## config.mk

```make
export PLATFORM = sky130hd
export DESIGN_NAME = cdb_arbiter
export DESIGN_NICKNAME = d
export VERILOG_FILES = /design/src/rtl/cdb_arbiter.sv
export SDC_FILE = /design/constraint.sdc
export NUM_CORES = 1
export LEC_CHECK = 0
export ABC_AREA = 1
export CAP_MARGIN = 10
export CORE_AREA = 2 2 221 223
export CTS_BUF_LIST = sky130_fd_sc_hd__clkbuf_16
export DETAILED_ROUTE_END_ITERATION = 12
export DIE_AREA = 0 0 223 225
export HOLD_SLACK_MARGIN = 0.03
export PLACE_DENSITY = 0.49
export SYNTH_ARGS = -nofsm -noshare
export SYNTH_HDL_FRONTEND = slang
export SYNTH_SLANG_ARGS = --single-unit
```

## constraint.sdc

```tcl
create_clock -name clk -period 1.3 [get_ports clk]
set_input_delay 0.26 -clock clk [delete_from_list [all_inputs] [get_ports clk]]
set_output_delay 0.26 -clock clk [all_outputs]
set_load 0.05 [all_outputs]
```

## src/rtl/cdb_arbiter.sv

```systemverilog
// Common data bus arbiter: grants one execution-unit result per cycle into a
// single registered broadcast slot feeding the ROB and reservation stations.
// Optional feature macro: CDB_ARBITER_ROUND_ROBIN_EN
//   defined   -> round-robin arbitration with a rotating priority pointer
//   undefined -> fixed priority, lowest port index wins, no pointer register

package global_variables;
  localparam int unsigned XLEN = 32;
endpackage

module cdb_arbiter #(
  parameter int unsigned PORTS = 4,
  parameter int unsigned XLEN  = global_variables::XLEN
) (
  input  logic                       clk,
  input  logic                       reset_n,
  input  logic                       flush,
  input  logic [PORTS-1:0]           req_valid,
  output logic [PORTS-1:0]           req_ready,
  input  logic [PORTS-1:0][XLEN-1:0] req_result,
  input  logic [PORTS-1:0][XLEN-1:0] req_address,
  input  logic [PORTS-1:0][XLEN-1:0] req_jmp_address,
  input  logic [PORTS-1:0][5:0]      req_arn,
  input  logic [PORTS-1:0][5:0]      req_rrn,
  input  logic [PORTS-1:0]           req_reg_write,
  input  logic                       cdb_ready,
  output logic [XLEN-1:0]            cdb_result,
  output logic [XLEN-1:0]            cdb_address,
  output logic [XLEN-1:0]            cdb_jmp_address,
  output logic [5:0]                 cdb_arn,
  output logic [5:0]                 cdb_rrn,
  output logic [7:0]                 cdb_select,
  output logic                       cdb_reg_write,
  output logic                       cdb_valid
);

  localparam int unsigned IDXW = (PORTS > 1) ? $clog2(PORTS) : 1;

  // Broadcast register
  logic [XLEN-1:0] r_result;
  logic [XLEN-1:0] r_address;
  logic [XLEN-1:0] r_jmp_address;
  logic [5:0]      r_arn;
  logic [5:0]      r_rrn;
  logic [7:0]      r_select;
  logic            r_reg_write;
  logic            r_valid;

  // Next broadcast contents
  logic [XLEN-1:0] w_nxt_result;
  logic [XLEN-1:0] w_nxt_address;
  logic [XLEN-1:0] w_nxt_jmp_address;
  logic [5:0]      w_nxt_arn;
  logic [5:0]      w_nxt_rrn;
  logic [7:0]      w_nxt_select;
  logic            w_nxt_reg_write;
  logic            w_nxt_valid;

  logic             w_loadable;
  logic             w_load_en;
  logic             w_any;
  logic             w_grant_en;
  logic [IDXW-1:0]  w_grant_idx;
  logic [IDXW-1:0]  w_base;
  logic [PORTS-1:0] w_grant;

  // Port examined at search position k when the search starts at base
  function automatic logic [IDXW-1:0] port_at(input logic [IDXW-1:0] base,
                                              input int unsigned     k);
    int unsigned s;
    s = 32'(base) + k;
    if (s >= PORTS) s = s - PORTS;
    return IDXW'(s);
  endfunction

`ifdef CDB_ARBITER_ROUND_ROBIN_EN
  logic [IDXW-1:0] r_ptr;

  // Rotate priority past the winner, only when a grant actually happens
  always_ff @(posedge clk or negedge reset_n) begin
    if (!reset_n) begin
      r_ptr <= '0;
    end else if (w_grant_en) begin
      if (32'(w_grant_idx) == PORTS - 1) r_ptr <= '0;
      else                               r_ptr <= w_grant_idx + IDXW'(1);
    end
  end

  assign w_base = r_ptr;
`else
  assign w_base = '0;
`endif

  // Slot may accept a new value when empty or being drained this cycle
  assign w_loadable = ~r_valid | cdb_ready;
  assign w_load_en  = w_loadable | flush;

  // Find the first requesting port in priority order
  always_comb begin
    w_any       = 1'b0;
    w_grant_idx = '0;
    for (int unsigned k = 0; k < PORTS; k++) begin
      if (!w_any && req_valid[port_at(w_base, k)]) begin
        w_any       = 1'b1;
        w_grant_idx = port_at(w_base, k);
      end
    end
  end

  assign w_grant_en = w_any & w_loadable & ~flush & reset_n;

  // One-hot grant back to the execution units (payload-independent)
  always_comb begin
    w_grant = '0;
    if (w_grant_en) w_grant[w_grant_idx] = 1'b1;
  end

  assign req_ready = w_grant;

  // Next broadcast: granted payload, otherwise an all-zero idle slot
  always_comb begin
    w_nxt_result      = '0;
    w_nxt_address     = '0;
    w_nxt_jmp_address = '0;
    w_nxt_arn         = '0;
    w_nxt_rrn         = '0;
    w_nxt_select      = '0;
    w_nxt_reg_write   = 1'b0;
    w_nxt_valid       = 1'b0;
    if (w_grant_en) begin
      w_nxt_result      = req_result[w_grant_idx];
      w_nxt_address     = req_address[w_grant_idx];
      w_nxt_jmp_address = req_jmp_address[w_grant_idx];
      w_nxt_arn         = req_arn[w_grant_idx];
      w_nxt_rrn         = req_rrn[w_grant_idx];
      w_nxt_select      = 8'(w_grant);
      w_nxt_reg_write   = req_reg_write[w_grant_idx];
      w_nxt_valid       = 1'b1;
    end
  end

  // Broadcast register: loads when drainable or flushed, holds when stalled
  always_ff @(posedge clk or negedge reset_n) begin
    if (!reset_n) begin
      r_result      <= '0;
      r_address     <= '0;
      r_jmp_address <= '0;
      r_arn         <= '0;
      r_rrn         <= '0;
      r_select      <= '0;
      r_reg_write   <= 1'b0;
      r_valid       <= 1'b0;
    end else if (w_load_en) begin
      r_result      <= w_nxt_result;
      r_address     <= w_nxt_address;
      r_jmp_address <= w_nxt_jmp_address;
      r_arn         <= w_nxt_arn;
      r_rrn         <= w_nxt_rrn;
      r_select      <= w_nxt_select;
      r_reg_write   <= w_nxt_reg_write;
      r_valid       <= w_nxt_valid;
    end
  end

  assign cdb_result      = r_result;
  assign cdb_address     = r_address;
  assign cdb_jmp_address = r_jmp_address;
  assign cdb_arn         = r_arn;
  assign cdb_rrn         = r_rrn;
  assign cdb_select      = r_select;
  assign cdb_reg_write   = r_reg_write;
  assign cdb_valid       = r_valid;

endmodule

```

==> impl_metrics.toml, run 1 <==
[grt]
track_usage_pct = 20.3
grt_max_degree = 68
grt_pass1_wl_um = 75900
antenna_found_initial = 2
grt_overflow = 0
grt_pass1_vias = 12300

[yosys]
ys_async_sr_fraction_pct = 100
synth-edff-count = 0
synth_ff_type = "dfrtp_1"
synthesis.area_mm2 = 0.00890
synth_top_area_cell = "nand2_1"
yosysUniqueCellTypes = 20
netlist_instances = 1565
synth_most_common_cell = "nand2_1"
syn-mean-instance-area_um2 = 5.69
yosysTopAreaCellShare_pct = 32.5
yosysSeqAreaShare_pct = 32.0
synth.area.top_cells = "nand2_1 (33%), dfrtp_1 (32%), nand3_1 (18%)"
synthTopCellsByCount = "nand2_1 (771), nand3_1 (327), inv_1 (223), dfrtp_1 (114), buf_2 (49)"
synth_warnings = 0
ys_ff_latch = 114

[detailed_routing]
drc = 0
drt-vias-per-instance = 4.34
routed_wl_um = 52900
final_antenna_net_count = 0
drtPass1Iterations = 5
route.detailed.wl_per_inst_um = 18.8
vias = 12200
drtIter0Drc = 711

[floorplanning]
die_h_um = 225
num_rows = 80
fp.dieW_um = 223
core_area_mm2 = 0.0475
die_area_mm2 = 0.0502
num_io_pins = 566
start_util_pct = 18.7

[final_layout]
syn_to_final_growth_pct = 111
layout-drive-gt1-share_pct = 15.7
fillers = 4960
final_nets = 2631

[place]
gp_congestion = 0.890
dp_slack_ns = -0.869
dp_hpwl_um = 36300
portBuffers = 561

[setup_path]
cp_slowest_cell = "dfrtp_2"
end_kind = "output port"
endpoint = "req_ready[0]"
worst-path-max-fanout = 3
critPathLaunch = "cdb_valid$_DFFE_PN0P_"
critPathRequiredTime_ns = 1.04
rr_worst_depth = 11
r2r_start = "cdb_valid$_DFFE_PN0P_"
rr_endpoint = "cdb_result[25]$_DFFE_PN0P_"
path_buf_inv = 3
worstPathCellList = "inv_2 > nor2_4 > nor2_4 > nand2_4 > buf_12 > nor3_4 > buf_12"
worst-path-stages = 7
setup.worst_path.class = "reg2out"
critPathArrivalTime_ns = 1.67
r2r_setup_slack_ns = -0.37
slowest_delay_ns = 0.42
startpoint_type = "flip-flop"
critPathTopFamily = "simple AND/OR/NAND/NOR gates"

[timing]
rsz0062_at_grt = "true"
period_needed_ns = 1.93
post-route-period-util_pct = 148
tns_ns = -26.32
hold_viol = 0
setup_viol = 130
max_freq_ghz = 0.518
slew_viol_final = 0
skew_ns = 0.00711
layout_setup_ws_ns = -0.630

[clock_network]
root_buffer = "clkbuf_16"
clkSlewWorstSetupHoldPaths_ns = 0.06
numCtsBuffers = 17
htree_levels = 4
cts_tree = "done"
clockBufferDepth = 2
insertion_delay_ns = 0.44
cts.sinks = 114

[min_path]
hold_class = "in2async"

[outcome]
run_status = "finished with violations"
violations = "setup timing"

[power]
p_leak_uw = 0.00965
power_uw = 14300
power_density_mw_per_mm2 = 764
ir_drop_mv = 0.800

[flow_run]
drv_cap = 0
-- where the power goes --
part	total, µW	switching, µW	internal, µW
Sequential	4040	268	3780
Combinational	6000	2830	3170
Clock	4300	1770	2530
-- through the flow --
| stage | cell area, µm² | hold WS [ns] | instances | utilization (%) |
|---|---|---|---|---|
| after floorplan | 8970 | -0.0356 | 1568 | - |
| after global placement | 16800 | 0.247 | 2708 | 35.3 |
| after detailed placement | 16800 | 0.248 | 2708 | 35.3 |
| after CTS | 18400 | 0.290 | 2790 | 38.7 |
| after global routing | 18800 | 0.323 | 2815 | 39.5 |
| final | 18800 | 0.322 | 2815 | 39.5 |
-- final cells by class --
class	count	area (µm²)	area share [%]
well taps	615	769	4.10
inverters	225	867	4.62
diodes	2	5.00	0.0267
flip-flops and latches	114	2870	15.3
clock inverters	13	83.8	0.447
clock buffers	17	425	2.27
multi-input cells	1118	4850	25.8
repair buffers	711	8900	47.4
-- worst reg2reg max path: cells and delay by family (launching register included) --
family | cells | cell delay [ns]
and+or+nand+nor | 5 | 0.37
buffers and inverters | 6 | 0.82
DFF | 1 | 0.42
-- layout by cell type, fill, tap and decap left out, drive strengths merged, types with 2 or more instances in the layout --
master,instances
inv,229
bufbuf,5
buf,260
clkdlybuf4s50,438
clkbuf,22
diode,2
dfrtp,114
nor2,6
clkinv,7
nand2,773
nand3,328
o21ai,4
conb,4
-- state kept, by name (all words and copies together) (netlist names) --
| name | flops |
|---|---|
| cdb_valid | 1 |
| cdb_jmp_address | 32 |
| cdb_address | 32 |
| cdb_rrn | 6 |
| cdb_select | 4 |
| cdb_result | 32 |
| cdb_arn | 6 |
| cdb_reg_write | 1 |
-- logic make-up after synthesis --
family                 count (synthesis)  synth area share [%]
and+or+nand+nor                     1109                  51.6
buffers and inverters                336                  16.0
DFF                                  114                  32.0
AOI/OAI and AO/OA                      5                 0.309
other                                  1                0.0421
-- metal layers --
metal	part of all wire (%)	global-route usage [%]	vias up
met3	7.6	5.51	68
met2	48	34.2	527
met1	41	24.6	5651
met4	3.0	7.86	0
li1	-	-	5985
met5	0	0	-
-- how the worst min path moves through the flow --
| stage | startpoint | to | slack [ns] | cells past startpoint |
|---|---|---|---|---|
| floorplan | reset_n | cdb_address[0]$_DFFE_PN0P_ | -0.04 | 0 |
| global placement | reset_n | cdb_address[22]$_DFFE_PN0P_ | 0.25 | 2 |
| detailed placement | reset_n | cdb_address[22]$_DFFE_PN0P_ | 0.25 | 2 |
| CTS | reset_n | cdb_address[22]$_DFFE_PN0P_ | 0.29 | 3 |
| global route | reset_n | cdb_address[22]$_DFFE_PN0P_ | 0.32 | 3 |
| finish | reset_n | cdb_address[22]$_DFFE_PN0P_ | 0.32 | 3 |
-- repair_timing --
action / in CTS / in global routing
hold buffers: 1 / 0
setup endpoints to repair: 226 / 231
pin swaps: 6 / 3
hold endpoints to repair: 17 / 0
setup buffers: 30 / 18
gates resized for setup: 95 / 12
cloned: 21 / 5
Power figures use the tool's default switching activity.
==> run 2, diff against run 1 <==
==> constraint.sdc (replaced) <==
create_clock -name clk -period 1.3 [get_ports clk]
set_input_delay 0.13 -clock clk [delete_from_list [all_inputs] [get_ports clk]]
set_output_delay 0.13 -clock clk [all_outputs]
set_load 0.05 [all_outputs]
==> run 2 against run 1 <==
  * The run still ends with setup timing left
  * Critical path depth is the same
  * Setup slack gained 0.19 ns
  * Clock power is essentially flat
  * Total power shrank 1.8%
  * Largest cell class unchanged
  * Largest power group unchanged
==> impl_metrics.toml, run 2 (same netlist as run 1, synthesis figures left out) <==
[final_layout]
final_cells = 2780
layout-drive-gt1-share_pct = 15.8
syn_to_final_growth_pct = 107
final_nets = 2597
register_area_mm2 = 0.00285
antenna_cells = 0
multiInputGateArea_mm2 = 0.00504
design_area_mm2 = 0.0184
layout_common_cells = "nand2_1 (770), clkdlybuf4s50_1 (439), nand3_1 (260)"
layout_commonest_cell = "nand2_1"
fillers = 4980

[setup_path]
worst-path-max-fanout = 5
critPathRequiredTime_ns = 1.17
startpoint_type = "flip-flop"
worstPathCellList = "inv_2 > nor2_4 > nor2_2 > nand2_2 > buf_8 > nor3_4 > buf_6"
critPathArrivalTime_ns = 1.61
setup.worst_path.class = "reg2out"
slowest_delay_ns = 0.41
cp_slowest_cell = "dfrtp_2"
critPathTopFamily = "flip-flops"
path_buf_inv = 3
end_kind = "output port"

[timing]
slew_viol_final = 0
post-route-period-util_pct = 133
hold_viol = 0
setup_viol = 118
max_freq_ghz = 0.576
slew_headroom_pct = 51.3
period_needed_ns = 1.74
skew_ns = 0.00581
tightest_slew_ns = 0.731
rsz0062_at_grt = "true"
layout_setup_ws_ns = -0.435

[power]
swShare_pct = 33.9
p_leak_uw = 0.00943
comb_power_share_pct = 40.9
seq_power_share_pct = 28.6
ir_drop_mv = 0.720
p_clk_share_pct = 30.5
power_density_mw_per_mm2 = 766
power_switching_uw = 4780
intPower_uw = 9310

[detailed_routing]
drc = 0
routed_wl_um = 49000
drtPass1Iterations = 5
drt-vias-per-instance = 4.31
vias = 12000
final_antenna_net_count = 0
route.detailed.wl_per_inst_um = 17.6
drtIter0Drc = 543

[grt]
grt_pass1_vias = 12200
use_met2_pct = 32.5
grt_pass1_wl_um = 71100
grtUsageMet1_pct = 21.5
met3_usage_pct = 5.08
grt_overflow = 0
track_usage_pct = 18.6
grt_max_degree = 115
busiest_layer = "met2"
antenna_found_initial = 2

[floorplanning]
die_area_mm2 = 0.0502
die_h_um = 225
core_area_mm2 = 0.0475
num_io_pins = 566
num_rows = 80
fp.dieW_um = 223
start_util_pct = 18.7

[place]
dp_hpwl_um = 34700
place_area_mm2 = 0.0170
placed_cells = 2708
gp_congestion = 0.932
portBuffers = 561

[min_path]
hold_class = "in2reg"

[flow_run]
drv_cap = 0

[clock_network]
htree_levels = 4
clkSlewWorstSetupHoldPaths_ns = 0.05
cts_tree = "done"
insertion_delay_ns = 0.44
cts.sinks = 114
clockBufferDepth = 2
numCtsBuffers = 17
root_buffer = "clkbuf_16"

[outcome]
violations = "setup timing"
run_status = "finished with violations"
[run 2: cell types whose count changed in the layout (fill, tap and decap cells not counted), sizes merged]
| cell | previous run | this run |
|---|---|---|
| buf | 260 | 223 |
| clkinv | 7 | 10 |
| diode | 2 | 0 |
| dlygate4sd2 | 1 | 3 |
| bufbuf | 5 | 4 |
| clkbuf | 22 | 23 |
| clkdlybuf4s15 | 1 | 0 |
| clkdlybuf4s50 | 438 | 439 |
| clkinvlp | 1 | 0 |
[run 2: layout make-up]
| cell class | count | area share [%] |
|---|---|---|
| clock buffer | 17 | 2.31 |
| clock inverter | 14 | 0.462 |
| inverter | 225 | 4.71 |
| multi-input combinational | 1118 | 27.4 |
| sequential | 114 | 15.5 |
| tap | 615 | 4.18 |
| timing repair buffer | 676 | 45.3 |
| timing repair inverter | 1 | 0.0884 |
[run 2: stage by stage]
stage / setup WS, ns / util (%) / setup TNS, ns / power [µW] / hold WS, ns
2_1_floorplan: -0.230 / - / -13.92 / 6300 / -0.166
3_3_place_gp: -0.801 / 35.8 / -76.94 / 9460 / 0.306
3_5_place_dp: -0.791 / 35.8 / -78.87 / 9470 / 0.309
4_1_cts: -0.556 / 38.2 / -22.29 / 14200 / 0.298
5_1_grt: -0.532 / 38.7 / -26.39 / 14800 / 0.354
6_report: -0.435 / 38.7 / -17.06 / 14100 / 0.333
[run 2: worst paths after layout]
check	to	slack, ns	from	cells after the start
min in group asynchronous	cdb_result[1]$_DFFE_PN0P_	0.38	reset_n	3
worst max register to register	cdb_result[12]$_DFFE_PN0P_	-0.21	cdb_valid$_DFFE_PN0P_	10
worst max-delay path	req_ready[0]	-0.44	cdb_valid$_DFFE_PN0P_	7
worst min-delay path	cdb_valid$_DFFE_PN0P_	0.33	reset_n	7
max in group asynchronous	cdb_jmp_address[13]$_DFFE_PN0P_	0.32	reset_n	3
worst min register to register	cdb_address[25]$_DFFE_PN0P_	0.54	cdb_address[25]$_DFFE_PN0P_	2
[run 2: worst reg2reg max path, cell delays in order, from the launching register on]
cell	delay, ns
dfrtp_2	0.41
inv_2	0.07
nor2_4	0.04
nor2_2	0.10
nand2_2	0.08
buf_4	0.19
inv_12	0.12
buf_4	0.15
buf_4	0.15
nand3_1	0.08
nand2_1	0.07
[run 2: per-layer routing]
layer | wire [µm] | share of wire [%] | vias up
li1 | - | - | 5909
met1 | 19900 | 41 | 5568
met2 | 24200 | 49 | 435
met3 | 3320 | 6.8 | 69
met4 | 1530 | 3.1 | 4
met5 | 25 | 0.051 | -
[run 2: what timing repair did]
action,4_1_cts,5_1_grt
pin swaps,4,4
gates resized for setup,44,16
buffers inserted,13,10
endpoints found under the setup margin,118,118
gates cloned,12,6
hold buffers,1,0
endpoints found under the hold margin,114,0
[run 2: power by group through the flow]
stage          Combinational (µW)  Sequential [µW]  Clock (µW)
2_1_floorplan                1580             4720           0
3_3_place_gp                 5380             4090           0
3_5_place_dp                 5380             4090           0
4_1_cts                      5710             4030        4450
5_1_grt                      6170             4050        4590
6_report                     5760             4030        4300
